--- src/rtl/rq_request_arbiter_if.sv ---
// Request/encoder bundle between the NVMe requesters, the arbiter and the TLP encoder.
`timescale 1ns/1ps
interface rq_request_arbiter_if #(
    parameter int NUM_REQ = 4
);
    // Handshake: a requester holds req_valid and its fields stable until it sees
    // req_ready (one-hot) high at a rising edge; that edge is the transfer. tx_start
    // is a one-cycle pulse and all tx_* fields stay stable until the tx_done pulse.
    logic [NUM_REQ-1:0]     req_valid;
    logic [NUM_REQ-1:0]     req_ready;
    logic [3*NUM_REQ-1:0]   req_type;
    logic [64*NUM_REQ-1:0]  req_addr;
    logic [128*NUM_REQ-1:0] req_data;
    logic [11*NUM_REQ-1:0]  req_length;
    logic [7:0]             req_tag;

    logic [2:0]             tx_type;
    logic [7:0]             tx_tag;
    logic [63:0]            tx_addr;
    logic [127:0]           tx_data;
    logic [10:0]            tx_length;
    logic                   tx_start;
    logic                   tx_done;

    modport master (
        output req_valid, req_type, req_addr, req_data, req_length, tx_done,
        input  req_ready, req_tag, tx_type, tx_tag, tx_addr, tx_data, tx_length, tx_start
    );

    modport slave (
        input  req_valid, req_type, req_addr, req_data, req_length, tx_done,
        output req_ready, req_tag, tx_type, tx_tag, tx_addr, tx_data, tx_length, tx_start
    );
endinterface

--- src/rtl/rq_request_arbiter.sv ---
// Round-robin scheduler sharing one TLP request encoder among NUM_REQ requesters,
// with read-tag allocation from a free-tag bitmap.
`timescale 1ns/1ps
module rq_request_arbiter #(
    parameter int NUM_REQ  = 4,
    parameter int NUM_TAGS = 16
) (
    input  logic                user_clk,
    input  logic                reset,
    rq_request_arbiter_if.slave rq,
    input  logic                tag_free_valid,
    input  logic [7:0]          tag_free_id,
    output logic [5:0]          tags_in_flight,
    output logic                bad_req,
    output logic                tag_err,
    output logic [1:0]          state_dbg
);
    localparam int PTR_W = $clog2(NUM_REQ);

    typedef enum logic [1:0] {
        ST_IDLE  = 2'd0,
        ST_START = 2'd1,
        ST_WAIT  = 2'd2
    } state_t;

    state_t               state_q, state_d;
    logic [PTR_W-1:0]     rr_ptr_q;
    logic [NUM_TAGS-1:0]  tag_alloc_q, tag_alloc_d, free_mask, alloc_mask;
    logic [NUM_REQ-1:0]   is_write, malformed, eligible;
    logic                 pool_empty, found, grant, alloc_en, free_ok;
    logic [PTR_W-1:0]     winner;
    logic [7:0]           free_tag;
    logic [5:0]           pop_d;
    logic [2:0]           win_type;
    logic [63:0]          win_addr;
    logic [127:0]         win_data;
    logic [10:0]          win_length;
    logic                 win_malformed;

    function automatic logic [PTR_W-1:0] wrap_idx(input logic [PTR_W-1:0] base, input int k);
        int s;
        s = (int'(base) + k) % NUM_REQ;
        return PTR_W'(s);
    endfunction

    assign pool_empty = &tag_alloc_q;

    // Malformed requests are still eligible so they can be drained and reported.
    always_comb begin
        is_write  = '0;
        malformed = '0;
        eligible  = '0;
        for (int i = 0; i < NUM_REQ; i++) begin
            is_write[i]  = rq.req_type[3*i];
            malformed[i] = rq.req_type[3*i+2]
                         | (rq.req_length[11*i +: 11] == 11'd0)
                         | (rq.req_type[3*i] & (rq.req_length[11*i +: 11] > 11'd4));
            eligible[i]  = rq.req_valid[i] & (is_write[i] | malformed[i] | ~pool_empty);
        end
    end

    always_comb begin
        found  = 1'b0;
        winner = '0;
        for (int k = 0; k < NUM_REQ; k++) begin
            if (!found && eligible[wrap_idx(rr_ptr_q, k)]) begin
                found  = 1'b1;
                winner = wrap_idx(rr_ptr_q, k);
            end
        end
    end

    always_comb begin
        win_type      = '0;
        win_addr      = '0;
        win_data      = '0;
        win_length    = '0;
        win_malformed = 1'b0;
        for (int i = 0; i < NUM_REQ; i++) begin
            if (winner == PTR_W'(i)) begin
                win_type      = rq.req_type[3*i +: 3];
                win_addr      = rq.req_addr[64*i +: 64];
                win_data      = rq.req_data[128*i +: 128];
                win_length    = rq.req_length[11*i +: 11];
                win_malformed = malformed[i];
            end
        end
    end

    // Lowest-index free tag; taken from the registered bitmap, so a tag freed
    // this cycle is only offered from the next cycle on.
    always_comb begin
        free_tag = 8'd0;
        for (int t = NUM_TAGS - 1; t >= 0; t--) begin
            if (!tag_alloc_q[t]) free_tag = 8'(t);
        end
    end

    assign grant    = (state_q == ST_IDLE) & found;
    assign alloc_en = grant & ~win_malformed & ~win_type[0];

    always_comb begin
        rq.req_ready = '0;
        if (grant) rq.req_ready = NUM_REQ'(1) << winner;
        rq.req_tag = alloc_en ? free_tag : 8'd0;
    end

    always_comb begin
        free_mask  = '0;
        alloc_mask = '0;
        pop_d      = '0;
        for (int t = 0; t < NUM_TAGS; t++) begin
            if (tag_free_valid && tag_free_id == 8'(t) && tag_alloc_q[t]) free_mask[t] = 1'b1;
            if (alloc_en && free_tag == 8'(t)) alloc_mask[t] = 1'b1;
        end
        free_ok     = |free_mask;
        tag_alloc_d = (tag_alloc_q & ~free_mask) | alloc_mask;
        for (int t = 0; t < NUM_TAGS; t++) pop_d = pop_d + 6'(tag_alloc_d[t]);
    end

    always_ff @(posedge user_clk) begin
        if (reset) state_q <= ST_IDLE;
        else       state_q <= state_d;
    end

    always_comb begin
        state_d = state_q;
        case (state_q)
            ST_IDLE:  if (grant && !win_malformed) state_d = ST_START;
            ST_START: state_d = ST_WAIT;
            ST_WAIT:  if (rq.tx_done) state_d = ST_IDLE;
            default:  state_d = ST_IDLE;
        endcase
    end

    always_comb begin
        rq.tx_start = (state_q == ST_START);
        state_dbg   = state_q;
    end

    always_ff @(posedge user_clk) begin
        if (reset) begin
            rr_ptr_q       <= '0;
            tag_alloc_q    <= '0;
            tags_in_flight <= '0;
            bad_req        <= 1'b0;
            tag_err        <= 1'b0;
            rq.tx_type     <= '0;
            rq.tx_tag      <= '0;
            rq.tx_addr     <= '0;
            rq.tx_data     <= '0;
            rq.tx_length   <= '0;
        end else begin
            tag_alloc_q    <= tag_alloc_d;
            tags_in_flight <= pop_d;
            bad_req        <= grant & win_malformed;
            tag_err        <= tag_free_valid & ~free_ok;
            if (grant) rr_ptr_q <= wrap_idx(winner, 1);
            if (grant && !win_malformed) begin
                rq.tx_type   <= win_type;
                rq.tx_tag    <= alloc_en ? free_tag : 8'd0;
                rq.tx_addr   <= win_addr;
                rq.tx_data   <= win_data;
                rq.tx_length <= win_length;
            end
        end
    end
endmodule

--- src/flat_wrapper.sv ---
// flat-port wrapper written by rule: the top's interface ports become plain ports
module rq_request_arbiter_flat 
#(
    parameter int NUM_REQ  = 4,
    parameter int NUM_TAGS = 16
)
  (user_clk, reset, tag_free_valid, tag_free_id, tags_in_flight, bad_req, tag_err, state_dbg, rq_req_valid, rq_req_type, rq_req_addr, rq_req_data, rq_req_length, rq_tx_done, rq_req_ready, rq_req_tag, rq_tx_type, rq_tx_tag, rq_tx_addr, rq_tx_data, rq_tx_length, rq_tx_start);
  rq_request_arbiter_if #(.NUM_REQ(NUM_REQ)) rq_i ();
  input  logic user_clk;
  input  logic reset;
  input  logic tag_free_valid;
  input  logic [7:0] tag_free_id;
  output logic [5:0] tags_in_flight;
  output logic bad_req;
  output logic tag_err;
  output logic [1:0] state_dbg;
  input wire logic [$bits(rq_i.req_valid)-1:0] rq_req_valid;
  input wire logic [$bits(rq_i.req_type)-1:0] rq_req_type;
  input wire logic [$bits(rq_i.req_addr)-1:0] rq_req_addr;
  input wire logic [$bits(rq_i.req_data)-1:0] rq_req_data;
  input wire logic [$bits(rq_i.req_length)-1:0] rq_req_length;
  input wire logic [$bits(rq_i.tx_done)-1:0] rq_tx_done;
  output wire logic [$bits(rq_i.req_ready)-1:0] rq_req_ready;
  output wire logic [$bits(rq_i.req_tag)-1:0] rq_req_tag;
  output wire logic [$bits(rq_i.tx_type)-1:0] rq_tx_type;
  output wire logic [$bits(rq_i.tx_tag)-1:0] rq_tx_tag;
  output wire logic [$bits(rq_i.tx_addr)-1:0] rq_tx_addr;
  output wire logic [$bits(rq_i.tx_data)-1:0] rq_tx_data;
  output wire logic [$bits(rq_i.tx_length)-1:0] rq_tx_length;
  output wire logic [$bits(rq_i.tx_start)-1:0] rq_tx_start;
  assign rq_i.req_valid = rq_req_valid;
  assign rq_i.req_type = rq_req_type;
  assign rq_i.req_addr = rq_req_addr;
  assign rq_i.req_data = rq_req_data;
  assign rq_i.req_length = rq_req_length;
  assign rq_i.tx_done = rq_tx_done;
  assign rq_req_ready = rq_i.req_ready;
  assign rq_req_tag = rq_i.req_tag;
  assign rq_tx_type = rq_i.tx_type;
  assign rq_tx_tag = rq_i.tx_tag;
  assign rq_tx_addr = rq_i.tx_addr;
  assign rq_tx_data = rq_i.tx_data;
  assign rq_tx_length = rq_i.tx_length;
  assign rq_tx_start = rq_i.tx_start;
  rq_request_arbiter #(.NUM_REQ(NUM_REQ), .NUM_TAGS(NUM_TAGS)) u_core (.user_clk(user_clk), .reset(reset), .rq(rq_i), .tag_free_valid(tag_free_valid), .tag_free_id(tag_free_id), .tags_in_flight(tags_in_flight), .bad_req(bad_req), .tag_err(tag_err), .state_dbg(state_dbg));
endmodule
--- config.mk ---
export PLATFORM = sky130hd
export DESIGN_NAME = rq_request_arbiter_flat
export DESIGN_NICKNAME = d
export VERILOG_FILES = /design/src/rtl/rq_request_arbiter_if.sv /design/src/rtl/rq_request_arbiter.sv /design/src/flat_wrapper.sv
export SDC_FILE = /design/constraint.sdc
export NUM_CORES = 1
export LEC_CHECK = 0
export BUFFER_PORTS_ARGS = -buffer_cell sky130_fd_sc_hd__buf_2
export CORE_AREA = 2 2 417 419
export CTS_CLUSTER_SIZE = 10
export DETAILED_ROUTE_END_ITERATION = 10
export DIE_AREA = 0 0 419 421
export PLACE_DENSITY = 0.38
export SLEW_MARGIN = 10
export SYNTH_ARGS = -nofsm -noshare
export SYNTH_HDL_FRONTEND = slang
export SYNTH_SLANG_ARGS = --single-unit
--- constraint.sdc ---
create_clock -name user_clk -period 16.4 [get_ports user_clk]
set_clock_uncertainty 0.2 [all_clocks]
set_input_delay 2.46 -clock user_clk [delete_from_list [all_inputs] [get_ports user_clk]]
set_output_delay 2.46 -clock user_clk [all_outputs]
set_load 0.1 [all_outputs]
; Yosys cells after proc, flatten, opt, wreduce, memory -nomap -nowiden
; Cells that the tools add are included.
[classes]
add_sub_neg = 19
order_cmp = 8
n_eq_ne = 37
shifts = 1
mux = 89
n_bitwise = 36
n_reduce_logical = 67
[ops]
columns = operator, count
row1 = two-way mux 128 bit, 4
row2 = two-way mux 64 bit, 4
row3 = adder 6 x 1 -> 6 bit, 14
row4 = two-way mux 4 bit, 18
row5 = "== test 8 x 4 -> 1 bit, second input constant", 8
row6 = logical AND 1 bit, 52
row7 = "> comparator 11 x 3 -> 1 bit, second input constant", 4
row8 = logical NOT 11 bit, 4
row9 = two-way mux 1 bit, 44
row10 = two-way mux 11 bit, 4
row11 = "== test 4 bit, second input constant", 8
row12 = "== test 8 x 3 -> 1 bit, second input constant", 4
row13 = bitwise AND 16 bit, 1
row14 = "== test 4 x 3 -> 1 bit, second input constant", 4
row15 = "== test 8 x 2 -> 1 bit, second input constant", 2
row16 = logical NOT 8 bit, 2
row17 = NOT 16 bit, 1
row18 = bitwise OR 1 bit, 16
row19 = bitwise OR 16 bit, 1
row20 = AND reduction 16 bit, 1
row21 = OR reduction 16 bit, 1
row22 = bitwise AND 1 bit, 13
row23 = "< comparator 2 x 3 -> 1 bit, second input constant", 4
row24 = two-way mux 2 bit, 6
row25 = 17 further kinds, 37
[totals]
regBits = 242
out_inout_bits = 237

; Longest topological paths before layout
; Gate-level depths: netlist (run 1).
[logic_depth]
depth_word = 44
depth_mapped = 31
depth_no_buf = 27

; Least setup slack after synthesis (run 1)
; OpenSTA, ideal clock, no wires.
[synth_timing]
path_kind = input-to-output
from = in rq_req_length[14]
to = out rq_req_tag[0]
arrival_time_ps = 6613
required_ps = 13740
slack_ps = 7127
path_stages = 14
path_buffers = 2
path_cell_list = nor4_1 -> a31o_2 -> o31a_1 -> o221ai_1 -> a22oi_1 -> ha_1 -> clkbuf_1 -> nand3b_1 -> a31oi_1 -> nor4_1 -> a211oi_1 -> clkbuf_1 -> or3_1 -> nor2_1
[synth_between]
elab_chain_cells = 27
[synth_lines]
columns = item, line_no
row1 = from (decl), flat_wrapper.sv:21  ; input wire logic [$bits(rq_i.req_length)-1:0] rq_req_length;
row2 = > comparator 11 x 3 -> 1 bit / logical NOT 11 bit (equally long branches), "rq_request_arbiter.sv:57, rq_request_arbiter.sv:56"
row3 = bitwise AND 1 bit / bitwise OR 1 bit (equally long branches), "rq_request_arbiter.sv:57, rq_request_arbiter.sv:56"
row4 = bitwise OR 1 bit *, rq_request_arbiter.sv:57  ; | (rq.req_type[3*i] & (rq.req_length[11*i +: 11] > 11'd4));
row5 = bitwise OR 1 bit (2 in series), rq_request_arbiter.sv:58  ; eligible[i] = rq.req_valid[i] & (is_write[i] | malformed[i] | ~pool_empty);
row6 = bitwise AND 1 bit, rq_request_arbiter.sv:58
row7 = binary-select mux 1 bit (select 2 bit), rq_request_arbiter.sv:66  ; if (!found && eligible[wrap_idx(rr_ptr_q, k)]) begin
row8 = two-way mux 1 bit (implied by the code), rq_request_arbiter.sv:66
row9 = two-way mux 1 bit, rq_request_arbiter.sv:66
row10 = [7 not listed], --
row11 = logical AND 1 bit, rq_request_arbiter.sv:66
row12 = two-way mux 2 bit, rq_request_arbiter.sv:66
row13 = logical NOT 2 bit, rq_request_arbiter.sv:80  ; if (winner == PTR_W'(i)) begin
row14 = two-way mux 1 bit (4 in series), rq_request_arbiter.sv:80
row15 = NOT 1 bit, rq_request_arbiter.sv:100  ; assign alloc_en = grant & ~win_malformed & ~win_type[0];
row16 = bitwise AND 1 bit, rq_request_arbiter.sv:100
row17 = bitwise AND 1 bit *, rq_request_arbiter.sv:100
row18 = two-way mux 4 bit *, rq_request_arbiter.sv:105  ; rq.req_tag = alloc_en ? free_tag : 8'd0;
row19 = to (decl), flat_wrapper.sv:24  ; output wire logic [$bits(rq_i.req_tag)-1:0] rq_req_tag;
; Every way passes the cells marked *; elsewhere a longest branch is shown, timed or not. The select of a mux whose other input is x is not followed.

; Final worst setup path (run 1)
[layout_timing]
from = in rq_req_length[40]
to = reg u_core.tags_in_flight[4]
[layout_between]
elab_chain_cells = 44
[layout_lines]
columns = item, line_no
row1 = > comparator 11 x 3 -> 1 bit / logical NOT 11 bit (equally long branches), "rq_request_arbiter.sv:57, rq_request_arbiter.sv:56"
row2 = bitwise AND 1 bit / bitwise OR 1 bit (equally long branches), "rq_request_arbiter.sv:57, rq_request_arbiter.sv:56"
row3 = bitwise OR 1 bit *, rq_request_arbiter.sv:57
row4 = bitwise OR 1 bit (2 in series), rq_request_arbiter.sv:58
row5 = bitwise AND 1 bit, rq_request_arbiter.sv:58
row6 = binary-select mux 1 bit (select 2 bit), rq_request_arbiter.sv:66
row7 = two-way mux 1 bit (implied by the code), rq_request_arbiter.sv:66
row8 = two-way mux 1 bit, rq_request_arbiter.sv:66
row9 = [15 not listed], --
row10 = bitwise AND 1 bit, rq_request_arbiter.sv:100
row11 = bitwise AND 1 bit *, rq_request_arbiter.sv:100
row12 = logical AND 1 bit *, rq_request_arbiter.sv:114  ; if (alloc_en && free_tag == 8'(t)) alloc_mask[t] = 1'b1;
row13 = two-way mux 1 bit *, rq_request_arbiter.sv:114
row14 = bitwise OR 16 bit *, rq_request_arbiter.sv:117  ; tag_alloc_d = (tag_alloc_q & ~free_mask) | alloc_mask;
row15 = named net u_core.tag_alloc_d[0], rq_request_arbiter.sv:28  ; logic [NUM_TAGS-1:0] tag_alloc_q, tag_alloc_d, free_mask, alloc_mask;
row16 = adder 1 x 1 -> 2 bit *, rq_request_arbiter.sv:118  ; for (int t = 0; t < NUM_TAGS; t++) pop_d = pop_d + 6'(tag_alloc_d[t]);
row17 = adder 6 x 1 -> 6 bit * (14 in series), rq_request_arbiter.sv:118
row18 = to (signal assigned), rq_request_arbiter.sv:155  ; tags_in_flight <= pop_d;
row19 = to (decl), rq_request_arbiter.sv:13  ; output logic [5:0] tags_in_flight,
; Mark *: on every way through the listed nets, which the timed path passes. The rest lies on a longest branch. The select of a mux whose other input is x is not followed.
; A chain may end at the register's enable or synchronous reset.

==> implementation parameters, run 1 <==
Parameter                              Value

STA
  Setup violation total in the final timing report ... 0
  Final hold violations ... 0
  Peak clock frequency supported by timing ... 95.2 MHz
  Min Clock Period, post-route ... 10.51 ns
  Relative max-transition margin ... 8.53%
  Setup tns final ... 0 ns
  Max-slew violation count ... 0
  Slew at the pin closest to its max-slew limit ... 1.37 ns
  Final cycle utilization of the critical path ... 64.1%
  RSZ-0062 raised after global routing ... no

Synth
  Warning count from the yosys run ... 0
  Instance count of the mapped netlist ... 2014
  Count of state elements after synthesis ... 237
  Dominant synthesized flop cell ... dfxtp_1
  Per-instance average area after synthesis ... 7.92 sq um
  EDFF count, synth ... 0
  Netlist area before placement ... 15900 sq um
  FFs w/ async S/R, synth ... 0%
  Fraction of the yosys area taken by sequential cells ... 29.8%
  Synth cell types ... 66

Clock tree
  Clock Sink Count ... 237
  Count of H-tree levels built during CTS ... 2
  Max clock buf depth ... 3
  CTS Root Buffer Type ... clkbuf_16
  Insertion delay to the later sink of the worst-skew pair ... 0.60 ns
  Count of instances resized after the clock tree is built ... 0
  CTS tree ... done
  Clock-pin slew on the worst setup and hold paths ... 0.06 ns
  Post-cts hold buffer count ... 0
  Setup bufs post-CTS ... 0
  Cts bufs inserted ... 38

Power
  Internal power component ... 2.31 mW
  Part of the total power dissipated in sequential elements ... 14.0%
  Cell area power density ... 250 nW/um^2
  Power share of the combinational group ... 72.0%
  Total Power ... 6.24 mW
  Static leakage ... 9.75 nW
  Switching share of total power ... 63.0%
  Highest ir drop seen on vdd ... 0.109 mV
  Switching power of the nets ... 3.94 mW
  Proportion of power drawn by the clock network ... 14.0%

Placed design
  Number of port buffers ... 1067
  Detail Placement HPWL ... 108000 um
  RD Place Congestion ... 0.952

Global route
  GRT Residual Overflow ... 0
  Met3 usage in global routing ... 3.85%
  Wire length of the first global-routing pass ... 179000 um
  Overall track demand over capacity in global routing ... 14.7%
  GRT met2 Usage ... 25.7%
  Initial antenna violation count ... 57
  Global routing met1 resource utilization ... 16.9%
  Pin count of the biggest net entering global routing ... 140
  Most used routing layer ... met2
  Via count of the first global-routing pass ... 20600

Routing
  Number of DRC violations after detailed routing ... 0
  Routed via count divided by cell count ... 4.09
  Count of TritonRoute iterations in the first routing pass ... 5
  Routed Antenna Nets ... 0
  Vias ... 21700
  Aggregate routed wire length ... 137000 um
  Count of routing violations after the opening detailed-route iteration ... 1748
  Average routed wire per standard cell ... 25.9 um

Final layout
  Final nets ... 3769
  Relative area change from synthesis to final layout ... 56.5%
  Proportion of layout cells with a drive suffix above 1 ... 45.5%
  Filler cell count ... 20000
  Final core occ ... 14.5%

Flow run
  Maximum capacitance violations ... 0

Critical path
  Required arrival time at the worst endpoint ... 16.71 ns
  Critical-path cell with the highest stage delay ... nor4_1
  Max stage delay on crit path ... 0.63 ns
  Startpoint type of the worst setup path ... input pin
  Worst r2r dst ... u_core.tags_in_flight[4]
  Critical path endpoint category ... register
  Reg-to-reg slack, setup ... 7.34 ns
  CP most frequent cell ... fa_1
  Crit path launch ... rq_req_length[40]
  Cell depth of the worst flop-to-flop path ... 26
  Critical setup path kind ... input pin to register
  Start of the worst register-to-register path ... u_core.tag_alloc_q[5]
  Worst Setup EP ... u_core.tags_in_flight[4]
  Arrival time worst endpoint ... 10.82 ns
  Peak fanout along the critical path ... 29

Die
  Die extent in y ... 421 um
  Initial cell density of the core ... 9.25%
  Die width ... 419 um
  Area of the core region ... 172000 sq um
  Total Die Area ... 176000 sq um
  Top-Level Pins ... 1077
  Row Count ... 153

Status
  Status ... complete, no violations

Worst hold path
  Path category of the worst min-delay check ... register to register
[per-stage QoR]
stage	hold slack [ns]	setup slack (ns)	instance area [sq um]	instances
detailed placement	0.267	5.25	23600	5195
finish	0.282	5.89	25000	5290
global route	0.305	5.53	24900	5282
global placement	0.262	5.17	23600	5194
CTS	0.281	5.91	24900	5262
floorplan	0.281	7.13	16000	2022
[Yosys cell counts (all sizes together), types with 14 or more instances]
cell	count	area share (%)
nor3	399	16
dfxtp	237	30
a21oi	214	6.7
nor2	213	5.0
clkbuf	197	4.6
a2111oi	196	11
a221oi	195	11
buf	77	2.9
nand2	47	1.1
o21ai	30	0.94
o211ai	22	1.0
inv	21	0.49
o32ai	14	0.77
[flip-flops by register name (all words and copies together) (netlist names)]
register / count
u_core.rq.tx_length: 11
u_core.rq.tx_type: 3
u_core.tag_alloc_q: 16
u_core.state_dbg: 2
u_core.rq.tx_addr: 64
u_core.rq.tx_tag: 4
u_core.rr_ptr_q: 2
u_core.tag_err: 1
u_core.bad_req: 1
u_core.rq.tx_data: 128
u_core.tags_in_flight: 5
[worst min path at each step]
stage	startpoint	end	slack, ns	depth (start not counted)
4_1_cts	u_core.rq.tx_tag[2]	u_core.rq.tx_tag[2]	0.28	2
5_1_grt	u_core.rq.tx_tag[3]	u_core.rq.tx_tag[3]	0.31	1
3_5_place_dp	u_core.rq.tx_tag[3]	u_core.rq.tx_tag[3]	0.27	1
2_1_floorplan	u_core.rr_ptr_q[1]	u_core.rr_ptr_q[1]	0.28	2
6_report	u_core.rq.tx_tag[1]	u_core.rq.tx_tag[1]	0.28	2
3_3_place_gp	u_core.rq.tx_tag[3]	u_core.rq.tx_tag[3]	0.26	1
[power by group through the flow]
stage          Sequential [mW]  Clock [mW]  Combinational, mW
6_report                 0.876       0.871               4.50
5_1_grt                  0.892       0.933               4.80
4_1_cts                  0.871       0.917               4.59
3_5_place_dp             0.881           0               4.59
3_3_place_gp             0.881           0               4.58
2_1_floorplan             1.99           0               1.98
[cells by family after synthesis]
family                     Yosys count  share of synthesized area [%]
AOI/OAI and AO/OA                  738                           34.7
xor gates and xnor gates             2                          0.110
adders and majority gates           19                           1.96
buffers and inverters              295                           8.06
DFF                                237                           29.8
muxes                                6                          0.384
other                                1                         0.0235
and+or+nand+nor                    716                           25.0
[routing by layer]
metal  share of wire, %  vias up  wire length, um
met5               0.18        -              245
met4                3.7       40             5040
met3                7.1      206             9760
met2                 50      952            68800
met1                 39    10700            53100
li1                   -     9798                -
[layout make-up]
class	instances	area [sq um]	area share, %
Tap cell	2325	2910	11.7
Timing Repair Buffer	1122	5830	23.3
Clock buffer	56	1150	4.61
Clock inverter	11	125	0.501
Multi-Input combinational cell	1490	10100	40.3
Inverter	21	86.3	0.346
Sequential cell	237	4740	19.0
Antenna cell	28	70.1	0.281
[critical path, delay by kind of cell]
kind / cells / cell delay, ns
buffers and inverters: 6 / 0.59
AOI/OAI and AO/OA: 8 / 2.43
adders and majority gates: 8 / 3.30
and+or+nand+nor: 5 / 2.03
[cells in the final DEF, fill, tap and decap left out, types with 4 or more instances in the layout]
cell type,synthesis,layout
dfxtp_1,237,237
fa_1,10,10
clkbuf_8,0,11
o21ai_0,27,27
o32ai_1,14,14
o41ai_1,5,5
or2_2,5,5
nor2b_1,7,6
nor4_1,8,8
a2111oi_0,195,189
clkbuf_1,196,6
nor2_1,212,212
inv_1,20,20
o41a_1,5,4
buf_4,13,50
a311oi_1,10,10
a21oi_1,214,214
mux2i_1,5,5
o31a_1,10,10
o31ai_1,6,6
buf_12,0,5
ha_1,9,6
nand2b_1,4,4
a31oi_1,5,5
a31o_2,4,4
a2111oi_1,0,4
nor3_1,275,272
o211ai_1,22,22
buf_2,18,1066
conb_1,1,9
clkbuf_16,0,39
a221oi_1,195,194
diode_2,0,28
nand2_1,47,47
nand3_1,9,9
nor3_2,124,127
(Power assumes the default switching activity.)
==> inputs of run 2 (changes only) <==
- ABC_AREA: unset -> 1
- CORE_AREA: 2 2 417 419 -> 2 2 419 421
- DIE_AREA: 0 0 419 421 -> 0 0 421 423
- clock period: 16.4 -> 10.3 ns (I/O delays scaled with it)
==> run 2 against run 1 <==
Net effect: via count decreased by 4.7%; flip-flop and latch count unchanged; global-route usage fell by 2.0 points; first-iteration DRC count down 18%; synthesized area barely moved; count of clock-buffer cells in the layout shrank 3; worst hold slack lost 0.041 ns; utilization is 0.084 points lower; critical path type unchanged; critical endpoint is now u_core.tags_in_flight[2]; synthesized cell count grew 14%; routed wire length is 13% lower; cell area is 0.13% lower.
==> implementation parameters, run 2 <==
Parameter                              Value

Clock tree
  Insertion delay to the later sink of the worst-skew pair ... 0.59 ns (was 0.60 ns)
  CTS tree ... done (unchanged)
  Max clock buf depth ... 3 (unchanged)
  CTS Root Buffer Type ... clkbuf_16 (unchanged)
  Cts bufs inserted ... 39 (was 38)
  Count of H-tree levels built during CTS ... 2 (unchanged)
  Setup bufs post-CTS ... 0 (unchanged)
  Clock Sink Count ... 237 (unchanged)
  Post-cts hold buffer count ... 0 (unchanged)
  Count of instances resized after the clock tree is built ... 0 (unchanged)
  Clock-pin slew on the worst setup and hold paths ... 0.06 ns (about the same)

Placed design
  Number of port buffers ... 1067 (unchanged)
  Detail Placement HPWL ... 98100 um (was 108000 um)
  Setup WS pre-CTS ... 1.22 ns (was 5.25 ns)
  RD Place Congestion ... 1.02 (was 0.952)
  Placed cell count ... 5503 (was 5195)

Die
  Area of the core region ... 173000 sq um (was 172000 sq um)
  Die width ... 421 um (was 419 um)
  Die extent in y ... 423 um (was 421 um)
  Total Die Area ... 178000 sq um (was 176000 sq um)
  Top-Level Pins ... 1077 (unchanged)
  Initial cell density of the core ... 9.20% (was 9.25%)
  Row Count ... 153 (unchanged)

Global route
  Pin count of the biggest net entering global routing ... 156 (was 140)
  Wire length of the first global-routing pass ... 160000 um (was 179000 um)
  Initial antenna violation count ... 20 (was 57)
  Via count of the first global-routing pass ... 20000 (was 20600)
  Overall track demand over capacity in global routing ... 12.7% (was 14.7%)
  GRT Residual Overflow ... 0 (unchanged)

Routing
  Average routed wire per standard cell ... 21.5 um (was 25.9 um)
  Count of TritonRoute iterations in the first routing pass ... 7 (was 5)
  Routed Antenna Nets ... 0 (unchanged)
  Aggregate routed wire length ... 120000 um (was 137000 um)
  Number of DRC violations after detailed routing ... 0 (unchanged)
  Routed via count divided by cell count ... 3.70 (was 4.09)
  Vias ... 20600 (was 21700)
  Count of routing violations after the opening detailed-route iteration ... 1436 (was 1748)

Critical path
  Required arrival time at the worst endpoint ... 10.57 ns (was 16.71 ns)
  Critical setup path kind ... input pin to register (unchanged)
  Arrival time worst endpoint ... 8.99 ns (was 10.82 ns)
  Critical-path cell with the highest stage delay ... o21ai_0 (was nor4_1)
  CP most frequent cell ... fa_1 (unchanged)
  Startpoint type of the worst setup path ... input pin (unchanged)
  Peak fanout along the critical path ... 14 (was 29)
  Max stage delay on crit path ... 0.61 ns (was 0.63 ns)
  Critical path endpoint category ... register (unchanged)

Synth
  EDFF count, synth ... 0 (unchanged)
  Instance count of the mapped netlist ... 2291 (was 2014)
  Netlist area before placement ... 15900 sq um (about the same)
  Fraction of the yosys area taken by sequential cells ... 29.8% (about the same)
  Warning count from the yosys run ... 0 (unchanged)
  Leading area contributor after synthesis ... dfxtp_1 (unchanged)
  Dominant synthesized flop cell ... dfxtp_1 (unchanged)
  Per-instance average area after synthesis ... 6.96 sq um (was 7.92 sq um)
  Count of state elements after synthesis ... 237 (unchanged)
  Share of the synthesized area in the top cell type ... 29.8% (about the same)
  FFs w/ async S/R, synth ... 0% (unchanged)
  Cell types with the highest counts after synthesis ... nor2_1 (321), nand2_1 (279), inv_1 (266), dfxtp_1 (237) (was nor3_1 (275), dfxtp_1 (237), a21oi_1 (214), nor2_1 (212), clkbuf_1 (196))
  Top-count cell post-synth ... nor2_1 (was nor3_1)
  Top area cells in the synthesized netlist ... dfxtp_1 (30%), a221oi_1 (11%), o31ai_1 (9.5%) (was dfxtp_1 (30%), a2111oi_0 (11%), a221oi_1 (11%))
  Synth cell types ... 41 (was 66)

STA
  Slew at the pin closest to its max-slew limit ... 1.18 ns (was 1.37 ns)
  Final cycle utilization of the critical path ... 84.6%
  Max-slew violation count ... 0 (unchanged)
  Relative max-transition margin ... 21.7% (was 8.53%)
  Setup violation total in the final timing report ... 0 (unchanged)
  Post-route setup slack ... 1.58 ns (was 5.89 ns)
  RSZ-0062 raised after global routing ... no (unchanged)
  Final hold violations ... 0 (unchanged)
  Setup tns final ... 0 ns (unchanged)
  Peak clock frequency supported by timing ... 115 MHz
  Min Clock Period, post-route ... 8.72 ns

Final layout
  Most frequent standard cell in the layout excluding fill and tap cells ... buf_2 (unchanged)
  Relative area change from synthesis to final layout ... 56.4% (was 56.5%)
  Most flops, register ... u_core.rq.tx_data (unchanged)
  Final core occ ... 14.4% (was 14.5%)
  Count of non-filler cells in the finished layout ... 5578 (was 5290)
  Flip-flop count of the largest register after layout ... 128 (unchanged)
  Biggest registers after layout ... u_core.rq.tx_data x128, u_core.rq.tx_addr x64, u_core.tag_alloc_q x16 (unchanged)
  Commonest cells after routing, fill and taps aside ... buf_2 (1067), nor2_1 (320), nand2_1 (279), inv_1 (264), dfxtp_1 (237) (was buf_2 (1066), nor3_1 (272), dfxtp_1 (237), a21oi_1 (214), nor2_1 (212))
  Proportion of layout cells with a drive suffix above 1 ... 39.8% (was 45.5%)
  Final nets ... 4078 (was 3769)

Worst hold path
  Path category of the worst min-delay check ... register to register (unchanged)

Flow run
  Maximum capacitance violations ... 0 (unchanged)

Status
  Status ... complete, no violations (unchanged)
==> run 2: worst paths after layout <==
path | startpoint | endpoint | slack [ns] | cells past startpoint
worst max register to register | u_core.tag_alloc_q[0] | u_core.tags_in_flight[2] | 2.23 | 31
worst min-delay path | u_core.rq.tx_data[118] | u_core.rq.tx_data[118] | 0.24 | 2
worst min register to register | u_core.rq.tx_data[118] | u_core.rq.tx_data[118] | 0.24 | 2
worst max-delay path | rq_req_length[33] | u_core.tags_in_flight[2] | 1.58 | 31
==> run 2: cells by family after synthesis <==
logic type / synth area share (%)
AO/OA/AOI/OAI: 37.9
AND/OR/NAND/NOR: 17.1
buffers and inverters: 13.2
flip-flops: 29.8
adder cells (fa/ha/maj): 1.96
XOR/XNOR: 0.0550
other: 0.0235
==> run 2: critical path, delay by kind of cell <==
kind | cells | cell delay [ns]
adder cells (fa/ha/maj) | 7 | 2.96
AND/OR/NAND/NOR | 12 | 1.85
AO/OA/AOI/OAI | 7 | 1.80
buffers and inverters | 5 | 0.82
==> run 2: cell type report <==
cell class,instances,area [sq um]
well taps,2325,2910
flip-flops and latches,237,4740
repair buffers,1101,5680
diodes,3,7.51
fillers,20200,148000
multi-input cells,1573,9170
clock buffers,53,1150
inverters,267,1010
clock inverters,19,255
==> run 2: routing by layer <==
metal | wire (um) | share of wire, % | track usage, %
met2 | 59400 | 50 | 21.9
met5 | 51 | 0.043 | 0
met3 | 8960 | 7.5 | 3.65
met4 | 2450 | 2.1 | 3.03
met1 | 48800 | 41 | 15.3
==> run 2: per-stage QoR <==
step | hold slack [ns] | instance area (sq um)
final | 0.240 | 24900
after global routing | 0.256 | 24900
after CTS | 0.242 | 24900
after detailed placement | 0.233 | 23500
after global placement | 0.228 | 23500
after floorplan | 0.338 | 16000
Power of run 2 is not shown: default switching activity piles up to over one toggle a cycle in this logic, so the estimate is an artifact.
